[src/rtl/fdiv_arbiter_if.sv]
// Requester-side handshake bundle for fdiv_arbiter: two operand request
// channels and two response channels sharing a single result bus.
interface fdiv_arbiter_if;
  logic        req0_valid;
  logic        req0_ready;
  logic [31:0] req0_a;
  logic [31:0] req0_b;
  logic        req1_valid;
  logic        req1_ready;
  logic [31:0] req1_a;
  logic [31:0] req1_b;
  logic        resp0_valid;
  logic        resp0_ready;
  logic        resp1_valid;
  logic        resp1_ready;
  logic [31:0] resp_data;

  // Requester side
  modport master (
    output req0_valid, req0_a, req0_b,
    output req1_valid, req1_a, req1_b,
    output resp0_ready, resp1_ready,
    input  req0_ready, req1_ready,
    input  resp0_valid, resp1_valid, resp_data
  );

  // Arbiter side
  modport slave (
    input  req0_valid, req0_a, req0_b,
    input  req1_valid, req1_a, req1_b,
    input  resp0_ready, resp1_ready,
    output req0_ready, req1_ready,
    output resp0_valid, resp1_valid, resp_data
  );
endinterface

[src/rtl/fdiv_arbiter.sv]
// Round-robin arbiter sharing one fixed-latency single-precision divider
// between two requesters; divide-by-zero is answered locally without a divide.
module fdiv_arbiter #(
  parameter int unsigned DIV_LATENCY = 14
) (
  input  logic          clk,
  input  logic          reset,
  fdiv_arbiter_if.slave bus,
  output logic          busy,
  output logic          div_start,
  output logic          div_rsign,
  output logic [7:0]    div_rexp,
  output logic [22:0]   div_rmant,
  output logic          div_dsign,
  output logic [7:0]    div_dexp,
  output logic [22:0]   div_dmant,
  input  logic [31:0]   div_q
);

  localparam int unsigned W     = 32;
  localparam int unsigned CNT_W = 8;

  typedef enum logic [1:0] {
    IDLE  = 2'd0,
    ISSUE = 2'd1,
    WAIT  = 2'd2,
    RESP  = 2'd3
  } state_t;

  state_t             state;
  state_t             state_nxt;
  logic               prio;
  logic               tag;
  logic               rst_dly;
  logic [W-1:0]       a_q;
  logic [W-1:0]       b_q;
  logic [W-1:0]       res_q;
  logic [CNT_W-1:0]   cnt;

  logic               out_en;
  logic               grant0;
  logic               grant1;
  logic               accept;
  logic               zero_div;
  logic [W-1:0]       sel_a;
  logic [W-1:0]       sel_b;
  logic               ready0;
  logic               ready1;
  logic               start;
  logic               resp0;
  logic               resp1;

  // Outputs are forced low while reset is sampled and for one cycle after it
  always_comb begin
    out_en = !reset && !rst_dly;
  end

  // Round-robin grant: the priority holder wins if valid, else the other one
  always_comb begin
    grant0 = 1'b0;
    grant1 = 1'b0;
    if (!prio) begin
      grant0 = bus.req0_valid;
      grant1 = !bus.req0_valid && bus.req1_valid;
    end else begin
      grant1 = bus.req1_valid;
      grant0 = !bus.req1_valid && bus.req0_valid;
    end
    sel_a    = grant1 ? bus.req1_a : bus.req0_a;
    sel_b    = grant1 ? bus.req1_b : bus.req0_b;
    zero_div = (sel_b[W-2:0] == '0);
  end

  // FSM state register
  always_ff @(posedge clk) begin
    if (reset) begin
      state <= IDLE;
    end else begin
      state <= state_nxt;
    end
  end

  // FSM next-state and decoded controls
  always_comb begin
    state_nxt = state;
    accept    = 1'b0;
    ready0    = 1'b0;
    ready1    = 1'b0;
    start     = 1'b0;
    resp0     = 1'b0;
    resp1     = 1'b0;
    case (state)
      IDLE: begin
        if (out_en && (grant0 || grant1)) begin
          accept    = 1'b1;
          ready0    = grant0;
          ready1    = grant1;
          state_nxt = zero_div ? RESP : ISSUE;
        end
      end
      ISSUE: begin
        start     = out_en;
        state_nxt = WAIT;
      end
      WAIT: begin
        if (cnt == '0) begin
          state_nxt = RESP;
        end
      end
      RESP: begin
        resp0 = out_en && !tag;
        resp1 = out_en && tag;
        // Only the tagged requester's ready can retire the response
        if (tag ? bus.resp1_ready : bus.resp0_ready) begin
          state_nxt = IDLE;
        end
      end
      default: begin
        state_nxt = IDLE;
      end
    endcase
  end

  // Operand capture, tag/priority, latency counter and result register
  always_ff @(posedge clk) begin
    if (reset) begin
      rst_dly <= 1'b1;
      prio    <= 1'b0;
      tag     <= 1'b0;
      a_q     <= '0;
      b_q     <= '0;
      res_q   <= '0;
      cnt     <= '0;
    end else begin
      rst_dly <= 1'b0;
      if (accept) begin
        tag  <= grant1;
        prio <= !grant1;
        a_q  <= sel_a;
        b_q  <= sel_b;
        if (zero_div) begin
          res_q <= {sel_a[W-1] ^ sel_b[W-1], 8'hFF, 23'h0};
        end
      end
      if (state == ISSUE) begin
        cnt <= CNT_W'(DIV_LATENCY - 1);
      end else if (state == WAIT) begin
        if (cnt == '0) begin
          res_q <= div_q;
        end else begin
          cnt <= cnt - CNT_W'(1);
        end
      end
    end
  end

  // Output drive; everything is gated so reset cycles present all zeros
  assign bus.req0_ready  = ready0;
  assign bus.req1_ready  = ready1;
  assign bus.resp0_valid = resp0;
  assign bus.resp1_valid = resp1;
  assign bus.resp_data   = out_en ? res_q : '0;

  assign busy      = out_en && (state != IDLE);
  assign div_start = start;
  assign div_rsign = out_en & a_q[31];
  assign div_rexp  = out_en ? a_q[30:23] : 8'h0;
  assign div_rmant = out_en ? a_q[22:0]  : 23'h0;
  assign div_dsign = out_en & b_q[31];
  assign div_dexp  = out_en ? b_q[30:23] : 8'h0;
  assign div_dmant = out_en ? b_q[22:0]  : 23'h0;

endmodule

[src/flat_wrapper.sv]
// flat-port wrapper written by rule: the top's interface ports become plain ports
module fdiv_arbiter_flat 
#(
  parameter int unsigned DIV_LATENCY = 14
)
  (clk, reset, busy, div_start, div_rsign, div_rexp, div_rmant, div_dsign, div_dexp, div_dmant, div_q, bus_req0_valid, bus_req0_a, bus_req0_b, bus_req1_valid, bus_req1_a, bus_req1_b, bus_resp0_ready, bus_resp1_ready, bus_req0_ready, bus_req1_ready, bus_resp0_valid, bus_resp1_valid, bus_resp_data);
  fdiv_arbiter_if bus_i ();
  input  logic clk;
  input  logic reset;
  output logic busy;
  output logic div_start;
  output logic div_rsign;
  output logic [7:0] div_rexp;
  output logic [22:0] div_rmant;
  output logic div_dsign;
  output logic [7:0] div_dexp;
  output logic [22:0] div_dmant;
  input  logic [31:0] div_q;
  input wire logic [$bits(bus_i.req0_valid)-1:0] bus_req0_valid;
  input wire logic [$bits(bus_i.req0_a)-1:0] bus_req0_a;
  input wire logic [$bits(bus_i.req0_b)-1:0] bus_req0_b;
  input wire logic [$bits(bus_i.req1_valid)-1:0] bus_req1_valid;
  input wire logic [$bits(bus_i.req1_a)-1:0] bus_req1_a;
  input wire logic [$bits(bus_i.req1_b)-1:0] bus_req1_b;
  input wire logic [$bits(bus_i.resp0_ready)-1:0] bus_resp0_ready;
  input wire logic [$bits(bus_i.resp1_ready)-1:0] bus_resp1_ready;
  output wire logic [$bits(bus_i.req0_ready)-1:0] bus_req0_ready;
  output wire logic [$bits(bus_i.req1_ready)-1:0] bus_req1_ready;
  output wire logic [$bits(bus_i.resp0_valid)-1:0] bus_resp0_valid;
  output wire logic [$bits(bus_i.resp1_valid)-1:0] bus_resp1_valid;
  output wire logic [$bits(bus_i.resp_data)-1:0] bus_resp_data;
  assign bus_i.req0_valid = bus_req0_valid;
  assign bus_i.req0_a = bus_req0_a;
  assign bus_i.req0_b = bus_req0_b;
  assign bus_i.req1_valid = bus_req1_valid;
  assign bus_i.req1_a = bus_req1_a;
  assign bus_i.req1_b = bus_req1_b;
  assign bus_i.resp0_ready = bus_resp0_ready;
  assign bus_i.resp1_ready = bus_resp1_ready;
  assign bus_req0_ready = bus_i.req0_ready;
  assign bus_req1_ready = bus_i.req1_ready;
  assign bus_resp0_valid = bus_i.resp0_valid;
  assign bus_resp1_valid = bus_i.resp1_valid;
  assign bus_resp_data = bus_i.resp_data;
  fdiv_arbiter #(.DIV_LATENCY(DIV_LATENCY)) u_core (.clk(clk), .reset(reset), .bus(bus_i), .busy(busy), .div_start(div_start), .div_rsign(div_rsign), .div_rexp(div_rexp), .div_rmant(div_rmant), .div_dsign(div_dsign), .div_dexp(div_dexp), .div_dmant(div_dmant), .div_q(div_q));
endmodule
[config.mk]
export PLATFORM = sky130hd
export DESIGN_NAME = fdiv_arbiter_flat
export DESIGN_NICKNAME = d
export VERILOG_FILES = /design/src/rtl/fdiv_arbiter_if.sv /design/src/rtl/fdiv_arbiter.sv /design/src/flat_wrapper.sv
export SDC_FILE = /design/constraint.sdc
export NUM_CORES = 1
export LEC_CHECK = 0
export BUFFER_PORTS_ARGS = -buffer_cell sky130_fd_sc_hd__buf_2
export CAP_MARGIN = 20
export CORE_UTILIZATION = 50
export DETAILED_ROUTE_END_ITERATION = 10
export GPL_TIMING_DRIVEN = 0
export PLACE_DENSITY_LB_ADDON = 0.08
export SYNTH_ARGS = -nofsm -noshare
export SYNTH_HDL_FRONTEND = slang
export SYNTH_SLANG_ARGS = --single-unit
[constraint.sdc]
create_clock -name clk -period 2.89 [get_ports clk]
set_clock_uncertainty 0.2 [all_clocks]
set_input_delay 0.1445 -clock clk [delete_from_list [all_inputs] [get_ports clk]]
set_output_delay 0.1445 -clock clk [all_outputs]
set_load 0.05 [all_outputs]
==> flow_metrics.py <==
metrics = {
    "critical_path": {
        "r2r_slack_ns": 0.25,
        "r2r_end": "u_core.a_q[11]",
        "cp_max_fo": 10,
        "cp-end-kind": "primary output",
        "cp.required_ns": 2.55,
        "worstSetupStartpointType": "input pin",
        "critical_path_class": "in -> out",
        "worst_ep_arrival_time_ns": 2.44,
        "cp-startpoint": "reset",
        "rr_worst_depth": 6,
        "cp-endpoint": "bus_resp_data[18]",
        "r2r_start": "u_core.prio",
    },
    "placed_design": {
        "place.gp.congestion": 0.900,
        "port_buffers": 267,
        "hpwl_um": 13300,
    },
    "clock_network": {
        "cts_made_buffers": 9,
        "path_clk_slew_ns": 0.10,
        "clock_path_buffers": 2,
        "cts_sinks": 109,
        "cts_resized": 0,
        "cts-htree-levels": 3,
        "insertion_delay_ns": 0.38,
        "cts_setup_buffers": 0,
        "cts_tree": "yes",
        "cts-root-buf": "clkbuf_8",
        "cts_hold_buf": 153,
    },
    "routing": {
        "drt_wl_total_um": 21500,
        "drt-pass1-iter-count": 5,
        "via_per_inst": 5.47,
        "wire_per_inst_um": 17.5,
        "vias": 6723,
        "ant_nets": 0,
        "drt_iter0_markers": 535,
        "drc": 0,
    },
    "yosys": {
        "synth_warnings": 0,
        "synth_edf_count": 0,
        "ys_seq_area_share_pct": 39.4,
        "synth_cell_types": 38,
        "netlist_instances": 653,
        "synth_seq_cells": 109,
        "syn_area_um2": 5540,
        "avgSynthCellArea_um2": 8.49,
        "async_reset_ff_share_pct": 0,
        "synth_ff_type": "dfxtp_1",
        "synth.net_count": 824,
    },
    "global_route": {
        "overflow": 0,
        "antenna_found_initial": 0,
        "grt_max_degree": 17,
        "grt_pass1_wl_um": 32500,
        "grt_pass1_vias": 6785,
        "grt_usage_pct": 36.7,
    },
    "hold_path": {
        "whs_path_depth": 3,
        "hp-class": "in -> reg",
    },
    "floorplan": {
        "die_h_um": 107,
        "core_area_um2": 10800,
        "start_util_pct": 51.1,
        "num_rows": 38,
        "fp.dieW_um": 107,
        "dieArea_um2": 11500,
        "io_pins": 268,
    },
    "final_layout": {
        "nFillCells": 703,
        "area_growth_pct": 58.3,
        "drive_above_1_share_pct": 29.1,
        "diodes": 0,
        "nNetsFinal": 1255,
    },
    "power_and_ir_drop": {
        "combPwrFrac_pct": 38.6,
        "p_per_area_nw_per_um2": 511,
        "p_total_mw": 4.49,
        "power.net_switching_mw": 1.65,
        "peakVddDrop_uv": 311,
        "p_sw_share_pct": 36.8,
        "p_int_mw": 2.84,
        "pwr-share-clk_pct": 20.2,
        "p_seq_share_pct": 41.2,
        "leakage_nw": 4.18,
    },
    "run": {
        "cap_violations": 0,
    },
    "sta": {
        "setup_viol": 0,
        "maxSlewViolCount": 0,
        "max_freq_mhz": 359,
        "slew_headroom_pct": 59.8,
        "setup_tns_ns": 0,
        "period_minus_slack_ns": 2.79,
        "rsz0062_at_grt": "no",
        "timing.final.crit_share_pct": 96.4,
        "hold_viol": 0,
        "worstMarginPinSlew_ns": 0.603,
    },
    "run_status": {
        "status": "finished, final reports clean",
    },
}
## state kept, by name, summed over array words and instances, names as in the netlist
register and cells:
u_core.a_q 32, u_core.b_q 32, u_core.cnt 8, u_core.prio 1
u_core.res_q 32, u_core.rst_dly 1, u_core.state 2, u_core.tag 1
## logic make-up after synthesis
kind of cell    share of synthesized area [%]
buf+inv                                  5.53
xor+xnor                                0.790
simple gates                             26.9
flops                                    39.4
mux                                      11.7
fa+ha+maj                                1.13
compound gates                           14.6
## worst min path at each step
stage | from | end | slack, ns
after floorplan | reset | u_core.rst_dly | -0.03
after global placement | reset | u_core.rst_dly | 0.11
after detailed placement | reset | u_core.rst_dly | 0.11
after CTS | bus_req1_b[2] | u_core.b_q[2] | 0.000007
after global routing | bus_req0_b[3] | u_core.b_q[3] | 0.03
final | bus_req0_a[1] | u_core.a_q[1] | 0.01
## final cells by class
cell class | instances | area (um2) | area share [%]
buffer | 55 | 284 | 3.24
clock buffer | 13 | 169 | 1.93
tap | 140 | 175 | 2.00
multi-input combinational | 483 | 3050 | 34.8
sequential | 109 | 2180 | 24.9
inverter | 6 | 22.5 | 0.257
timing repair buffer | 420 | 2870 | 32.7
clock inverter | 3 | 18.8 | 0.214
## critical path, cell delays in order
cell	delay [ns]
dlygate4sd3_1	0.54
buf_2	0.15
nor2_4	0.27
clkbuf_1	0.52
clkbuf_1	0.34
and2_1	0.20
buf_2	0.26
## cell usage after synthesis, types with 3 or more instances
library cell	n	area [um2]
nand2_1	31	116
and3_1	3	18.8
nor4_1	15	93.8
xnor2_1	3	26.3
a211oi_1	72	541
buf_4	5	37.5
clkbuf_1	28	105
ha_1	5	62.6
o21ai_0	5	25.0
nand3_1	24	120
dfxtp_1	109	2180
buf_6	5	56.3
nor2_1	94	353
nor3_1	10	50.1
inv_1	5	18.8
buf_2	17	85.1
and2_1	100	626
nand4_1	4	25.0
a21oi_1	29	145
mux2i_1	65	651
## cell usage in the layout (no fill, tap or decap), drive strengths merged, types with 4 or more instances in the layout
master / netlist / layout
a211oi: 72 / 72
a21oi: 29 / 29
and2: 100 / 100
buf: 27 / 294
clkbuf: 28 / 41
dfxtp: 109 / 109
dlygate4sd3: 0 / 153
ha: 5 / 5
inv: 6 / 6
mux2i: 65 / 65
nand2: 31 / 31
nand3: 24 / 24
nand4: 4 / 4
nor2: 95 / 95
nor3: 11 / 11
nor3b: 4 / 4
nor4: 15 / 15
o21ai: 7 / 7
## per-stage QoR
stage	hold slack (ns)	util, %	area (um2)	std cells	setup WS, ns
final	0.0127	80.9	8770	1229	0.104
after global routing	0.0272	80.9	8770	1229	0.00620
after CTS	0.00000666	80.9	8770	1229	0.108
after detailed placement	0.114	65.1	7050	1060	0.607
after global placement	0.112	65.1	7050	1060	0.656
after floorplan	-0.0278	-	5540	653	0.769
## power by group through the flow
stage,combinational [mW],clock (mW),sequential [mW]
detailed placement,1.45,0,1.87
finish,1.73,0.906,1.85
global placement,1.42,0,1.86
floorplan,1.06,0,1.84
global route,1.86,0.971,1.87
CTS,1.66,0.905,1.84
## per-layer routing
layer  vias up  GRT usage [%]  share of wire, %
li1       3136              -                 -
met1      3136           38.4                38
met2       360           68.3                51
met3        91           7.14               6.5
met4         0           20.4               4.7
met5         -              0                 0
Note: power is estimated with default switching activity, not from simulation.
